File: src/rtl/dmem_resp_pkg.sv
// Shared types and helpers for the multi-cycle data-memory responder.
package dmem_resp_pkg;

  typedef enum logic [1:0] {IDLE, WAIT, RESP} dmem_resp_state_t;

  localparam int WORD_W = 32;

  // Misaligned or beyond the last word of the array.
  function automatic logic is_err(input logic [WORD_W-1:0] addr, input int unsigned depth);
    return (addr[1:0] != 2'b00) || (32'(addr[WORD_W-1:2]) >= depth);
  endfunction

endpackage

File: src/rtl/dmem_ram.sv
// Word array with per-byte write mask and a registered read capture that can be cleared.
module dmem_ram
  import dmem_resp_pkg::*;
#(
  parameter int DEPTH = 64,
  parameter int AW    = 6
) (
  input  logic              clk,
  input  logic              reset,
  input  logic              we_i,
  input  logic              re_i,
  input  logic              clr_i,
  input  logic [AW-1:0]     idx_i,
  input  logic [WORD_W-1:0] wdata_i,
  input  logic [3:0]        be_i,
  output logic [WORD_W-1:0] rdata_o
);

  logic [WORD_W-1:0] mem_q [DEPTH];
  logic [WORD_W-1:0] rdata_q;

  // Contents are deliberately not reset.
  always_ff @(posedge clk) begin
    if (we_i) begin
      for (int b = 0; b < 4; b++) begin
        if (be_i[b]) mem_q[idx_i][8*b +: 8] <= wdata_i[8*b +: 8];
      end
    end
  end

  always_ff @(posedge clk or posedge reset) begin
    if (reset)      rdata_q <= '0;
    else if (clr_i) rdata_q <= '0;
    else if (re_i)  rdata_q <= mem_q[idx_i];
  end

  assign rdata_o = rdata_q;

endmodule

File: src/rtl/dmem_responder.sv
// Multi-cycle data-memory responder: valid/ready request in, programmable latency, valid/ready response out.
// Optional byte-enable store path when DMEM_RESP_BYTEEN_EN is defined.
module dmem_responder
  import dmem_resp_pkg::*;
#(
  parameter int DEPTH   = 64,
  parameter int LATENCY = 2
) (
  input  logic              clk,
  input  logic              reset,
  input  logic              req_valid_i,
  output logic              req_ready_o,
  input  logic              req_we_i,
  input  logic [WORD_W-1:0] req_addr_i,
  input  logic [WORD_W-1:0] req_wdata_i,
`ifdef DMEM_RESP_BYTEEN_EN
  input  logic [3:0]        req_be_i,
`endif
  output logic              resp_valid_o,
  input  logic              resp_ready_i,
  output logic [WORD_W-1:0] resp_rdata_o,
  output logic              resp_err_o
);

  localparam int AW = (DEPTH > 1) ? $clog2(DEPTH) : 1;
  localparam int CW = $clog2(LATENCY + 1);

  dmem_resp_state_t  state_q;
  logic [CW-1:0]     cnt_q;
  logic              we_q, err_q;
  logic [AW-1:0]     idx_q;
  logic [WORD_W-1:0] wdata_q;
  logic [3:0]        be_q, be_in;
  logic              resp_valid_q, resp_err_q;
  logic              accept, commit, done;

`ifdef DMEM_RESP_BYTEEN_EN
  assign be_in = req_be_i;
`else
  assign be_in = 4'hF;
`endif

  assign req_ready_o = (state_q == IDLE) && !reset;
  assign accept      = req_valid_i && req_ready_o;
  // Counter is loaded with LATENCY and commits when it sits at 1, so the
  // commit edge lands exactly LATENCY edges after accept for every legal value.
  assign commit      = (state_q == WAIT) && (cnt_q == CW'(1));
  assign done        = (state_q == RESP) && resp_ready_i;

  always_ff @(posedge clk or posedge reset) begin
    if (reset) begin
      state_q      <= IDLE;
      cnt_q        <= '0;
      we_q         <= 1'b0;
      err_q        <= 1'b0;
      idx_q        <= '0;
      wdata_q      <= '0;
      be_q         <= '0;
      resp_valid_q <= 1'b0;
      resp_err_q   <= 1'b0;
    end else begin
      case (state_q)
        IDLE: if (accept) begin
          we_q    <= req_we_i;
          err_q   <= is_err(req_addr_i, DEPTH);
          idx_q   <= req_addr_i[2 +: AW];
          wdata_q <= req_wdata_i;
          be_q    <= be_in;
          cnt_q   <= CW'(LATENCY);
          state_q <= WAIT;
        end
        WAIT: if (commit) begin
          state_q      <= RESP;
          resp_valid_q <= 1'b1;
          resp_err_q   <= err_q;
        end else begin
          cnt_q <= cnt_q - 1'b1;
        end
        RESP: if (resp_ready_i) begin
          state_q      <= IDLE;
          resp_valid_q <= 1'b0;
          resp_err_q   <= 1'b0;
        end
        default: state_q <= IDLE;
      endcase
    end
  end

  // Read data is captured only for legal loads; it is otherwise held at zero.
  dmem_ram #(.DEPTH(DEPTH), .AW(AW)) u_ram (
    .clk     (clk),
    .reset   (reset),
    .we_i    (commit && we_q && !err_q),
    .re_i    (commit && !we_q && !err_q),
    .clr_i   (done),
    .idx_i   (idx_q),
    .wdata_i (wdata_q),
    .be_i    (be_q),
    .rdata_o (resp_rdata_o)
  );

  assign resp_valid_o = resp_valid_q;
  assign resp_err_o   = resp_err_q;

endmodule

File: config.mk
export PLATFORM = sky130hd
export DESIGN_NAME = dmem_responder
export DESIGN_NICKNAME = d
export VERILOG_FILES = /design/src/rtl/dmem_resp_pkg.sv /design/src/rtl/dmem_ram.sv /design/src/rtl/dmem_responder.sv
export SDC_FILE = /design/constraint.sdc
export NUM_CORES = 2
export LEC_CHECK = 0
export BUFFER_PORTS_ARGS = -buffer_cell sky130_fd_sc_hd__buf_4
export CAP_MARGIN = 30
export CELL_PAD_IN_SITES_DETAIL_PLACEMENT = 1
export CELL_PAD_IN_SITES_GLOBAL_PLACEMENT = 2
export CORE_ASPECT_RATIO = 1.5
export CORE_MARGIN = 2
export CORE_UTILIZATION = 52
export DETAILED_ROUTE_END_ITERATION = 12
export GPL_TIMING_DRIVEN = 0
export PLACE_DENSITY_LB_ADDON = 0.05
export SLEW_MARGIN = 30
export SYNTH_ARGS = -nofsm -noshare
export SYNTH_HDL_FRONTEND = slang
export SYNTH_SLANG_ARGS = --single-unit
File: constraint.sdc
create_clock -name clk -period 6.1 [get_ports clk]
set_input_delay 0.61 -clock clk [delete_from_list [all_inputs] [get_ports clk]]
set_output_delay 0.61 -clock clk [all_outputs]
set_load 0.005 [all_outputs]
-- Word-level counts from Yosys, hierarchy flattened
Memory sizes are Yosys's and may differ from the RTL's.
Cells that the tools add are included.
- register bits after elaboration: 79
- memory bits (writable): 2048
- input bits: 69
- output and inout port bits: 35
- logic and storage cells: 67
- memories: 1
- memories (name ; words ; bits a word ; rd ports ; clocked after Yosys merged registers in ; wr ports ; RTL line ; text):
    u_ram.mem_q ; 64 ; 32 ; 1 ; 0 ; 1 ; dmem_ram.sv:19 ; logic [WORD_W-1:0] mem_q [DEPTH];
- $add $sub $neg: 1
- order comparisons: 1
- equal/unequal tests: 7
- muxes and demuxes: 26
- reduce and logical (&&, ||, !) cells: 21
- operator list (cell ; count):
    2-to-1 mux 32 bit ; 2
    >= comparator 30 x 7 -> 1 bit (second input constant) ; 1
    2-to-1 mux 1 bit ; 15
    2-to-1 mux 2 bit ; 5
    AND reduction 3 bit ; 3
    logical AND 1 bit ; 8
    inequality test 2 bit (second input constant) ; 4
    nonzero test 2 bit ; 4
    case mux 2 bit (3 select lines) ; 1
    equality test 2 x 1 -> 1 bit (second input constant) ; 2
    case mux 1 bit (2 select lines) ; 2
    case mux 2 bit (2 select lines) ; 1
    logical NOT 1 bit ; 3
    equality test 2 bit (second input constant) ; 1
    logical NOT 2 bit ; 1
    AND reduction 2 bit ; 1
    subtractor 2 x 1 -> 2 bit (second input constant) ; 1
    logical OR 1 bit ; 1

-- Depth between registers and ports, before layout
- depth after elaboration: 6
- mapped depth: 10
- depth with buffers taken out: 7

-- Modules after synthesis
From an unflattened synthesis, not the netlist that was laid out.
- cells, all modules: 4891
- area total of the unflattened synthesis: 81732.1 µm²
- by module, submodules not included (module ; instances ; cells each ; area each (µm²)):
    dmem_ram ; 1 ; 4764 ; 79831.6
    dmem_responder ; 1 ; 127 ; 1900.6

-- Worst setup path after synthesis
No wires, ideal clock.
- kind: reg-to-reg
- from: reg idx_q[1]
- to: mem u_ram.mem_q[12][0], enable pin
- library setup time: 0.421 ns
- arrival time: 2.891 ns
- data required time: 5.679 ns
- slack: 2.787 ns
- cell stages (with the launch flop): 9
- path buffers: 5
- cells stage by stage: dfrtp_1 buf_6 buf_6 buf_6 buf_2 nor2_2 buf_2 nand3_1 nor2_1
- RTL lines (what ; RTL line ; text):
    start, declared ; dmem_responder.sv:31 ; logic [AW-1:0] idx_q;
    start signal, assigned ; dmem_responder.sv:66 ; idx_q <= req_addr_i[2 +: AW];
    end, declared ; dmem_ram.sv:19 ;
No word-level cell before the write port.

-- Worst setup path in the final report
- from: reg idx_q[2]
- to: mem u_ram.mem_q[34][12], enable pin
No word-level cell before the write port.

==> summary.md <==
| Metric | Value |
|---|---|
| Status | `finished, violations left` |
| Failing checks | `DRC` |
| Hold Path Class | `in -> reg` |
| Via count | `47,330` |
| Layout cell share with drive strength beyond 1 | `19.45%` |
| Fmax | `0.2260 GHz` |
| Critical path class | `reg -> reg` |
| Final setup vio count | `0` |
| CP Launch Type | `register` |
| Clk_lat worst skew | `0.86 ns` |
| DIE AREA | `162,800 µm²` |
| Placeable Area | `158,600 µm²` |
| Drt drc | `4` |
| Worst setup EP type | `register` |
| Max_slew headroom | `about a quarter` |
| Num CTS Buffers | `192` |
| # fillers | `13,620` |
| Vias in the first global route | `around 50,000` |
| Post-route design area | `between 90,000 and 100,000 µm²` |
| P per Cell Area | `490.3 nW/µm²` |
| GRT Total Usage | `33.81%` |
| Buf/Inv on CP | `5` |
| Mapped Nets | `4,678` |
| Nets | `5,162` |
| # H-tree levels | `4` |
| Syn Inst Count | `4,608` |
| First-pass GRT wire length | `~380 mm` |
| Synth-to-Final Area Change | `16.85%` |
| DPL Wire Length | `between 150 and 200 mm` |
| Clock Tree Buf Depth | `3` |
| Syn Std Cell Area | `slightly above 80,000 µm²` |
| Largest net degree at the start of global routing | `66` |
| Sequential fraction of the synthesis area | `76.51%` |
| Clk sinks | `2,127` |
| Worst Path Required | `between 6 and 7 ns` |
| CP cell instances | `buf_4 > clkinv_1 > clkbuf_2 > buf_1 > nand3_2 > nor2_4 > buf_16` |
| Post-synth cell types | `48` |
| Synthesized area per cell | `~18 µm²` |
| Starting density of the core | `a little over half` |
| Antenna violations before repair | `18` |
| Max cap viols | `0` |
| Placement Rows | `around 180` |
| Antenna Nets Post-Route | `0` |
| Hold_ws | `0.05369 ns` |
| Area leader, netlist | `edfxtp_1` |
| WL final | `approximately 270 mm` |
| Worst Skew | `0.02862 ns` |
| RSZ-0062 raised after global routing | `no` |
| DP Area | `~91,000 µm²` |
| Async SR Flop Fraction | `3.714%` |
| GP Congestion | `0.9106` |
| Worst path slowest cell | `nor2_4` |
| Top cell type's share of synthesized area | `74.12%` |
| Seq cells post-synth | `2,127` |
| I/O pins | `approximately 100` |
| Reg clk slew, reported paths | `0.07 ns` |
| Final Hold Viols | `0` |
| Leak | `31.49 nW` |
| Synth area leaders | `edfxtp_1 74%, mux2i_1 7.2%, mux4_2 2.9%` |
| Die width | `roughly 330 µm` |
| CP max FO | `17` |
| Family with the most delay on the worst path | `buffers and inverters` |
| WP data arrival | `4.96 ns` |
| Setup tns final | `0 ns` |
| Port bufs | `103` |
| Die height | `493.2 µm` |
| Max incr delay on CP | `0.86 ns` |
| Yosys warning count | `0` |
| Remaining Overflow, GRT | `0` |
| Worst-Margin Slew | `~1.1 ns` |
| Final core occ | `61.14%` |
| Crit path time final | `4.424 ns` |
| Slew Limit Fails | `0` |
| Peak supply drop | `0.5869 mV` |
| Routed WL per cell | `37.18 µm` |
| Root Driver | `clkbuf_16` |
| Vias per cell | `6.459` |
| CTS tree | `built` |
| 1st-pass router iterations | `9` |
| Most used DFF post-synth | `edfxtp_1` |
| DRT iter0 DRCs | `around 4,600` |
| Post-synth EDFFs | `2,048` |
| Part of the cycle the worst path needs | `72.53%` |
## cell families after synthesis
family	after synthesis	share of synthesized area [%]
flops	2127	76.51
compound gates	845	7.528
mux	746	10.69
simple gates	571	3.434
buf+inv	318	1.823
fa+ha+maj	1	0.01508
## sequential cells by signal, indices dropped and copies added (netlist names)
name,count
u_ram.mem_q,2048
idx_q,6
we_q,1
cnt_q,2
u_ram.rdata_o,32
err_q,1
state_q,2
be_q,1
resp_valid_o,1
wdata_q,32
resp_err_o,1
## power by group
part           leakage [nW]  internal (mW)  total (mW)  switching (mW)
clock                  2.96           6.57        12.0            5.43
combinational          9.11           4.99        16.0            11.0
sequential             19.4           18.3        19.6            1.28
## synthesized netlist by cell type (all sizes together), types with 36 or more instances
cell    instances
o211ai         36
a221oi        192
o21ai         126
or2            38
nand2         210
dfrtp          79
o22ai         136
mux4          108
edfxtp       2048
buf           170
nand2b        172
a21oi          88
o22a          140
o221ai         36
mux2i         596
mux2           42
nor2           84
clkbuf        143
## worst reg2reg max path: stages, from the launching register on
cell	delay, ns
dfrtp_1	0.36
buf_4	0.22
clkinv_1	0.44
clkbuf_2	0.59
buf_1	0.57
nand3_2	0.80
nor2_4	0.87
buf_16	0.24
## cells in the final DEF (no fill, tap or decap), types with 96 or more instances in the layout
cell       netlist  layout
nand2_1        210     207
mux4_2         108     108
buf_4           25     139
clkbuf_1       143     180
a221oi_1       182     182
nand2b_1       172     172
edfxtp_1      2048    2048
buf_2          120     131
o21ai_0        116     104
o22a_1         140     140
buf_16           0      96
o22ai_1        136     136
clkbuf_16        0     194
mux2i_1        596     596
## per-stage QoR
step	power, mW	instances	setup WS [ns]
after floorplan	27.18	4608	2.787
after global placement	34.47	6792	-0.8584
after detailed placement	35.59	6941	1.870
after CTS	47.43	7324	1.848
after global routing	48.52	7326	1.752
final	47.54	7327	1.676
## per-layer routing
layer	track usage (%)	share of wire (%)	vias to the layer above
met5	0	0.0040	-
met4	25.52	9.0	2
met3	5.376	5.9	647
met2	57.21	51	2057
met1	38.53	34	24960
li1	-	-	19660
## final cells by class
type	instances	area, µm²	share of cell area (%)
tap	2081	2604	2.686
clock buffer	248	5097	5.258
buffer	313	1510	1.558
inverter	5	23.77	0.02452
sequential	2127	63590	65.59
clock inverter	98	955.9	0.9860
timing repair buffer	290	4521	4.663
antenna	2	5.005	0.005162
multi-input combinational	2163	18640	19.23
## worst paths after layout
kind / start / end / slack (ns) / cells after the start
worst min register to register: be_q[0] / be_q[0] / 0.47 / 1
min in group asynchronous: reset / wdata_q[14] / 0.33 / 3
worst min-delay path: req_addr_i[6] / idx_q[4] / 0.05 / 2
worst max register to register: idx_q[2] / u_ram.mem_q[34][12] / 1.68 / 7
max in group asynchronous: reset / u_ram.rdata_o[30] / 5.10 / 4
worst max-delay path: idx_q[2] / u_ram.mem_q[34][12] / 1.68 / 7
## repair_timing
action	CTS	global route
resized for setup	0	0
setup buffers	0	0
hold buffers	37	0
endpoints found under the hold margin	66	0
Power figures use the tool's default switching activity.
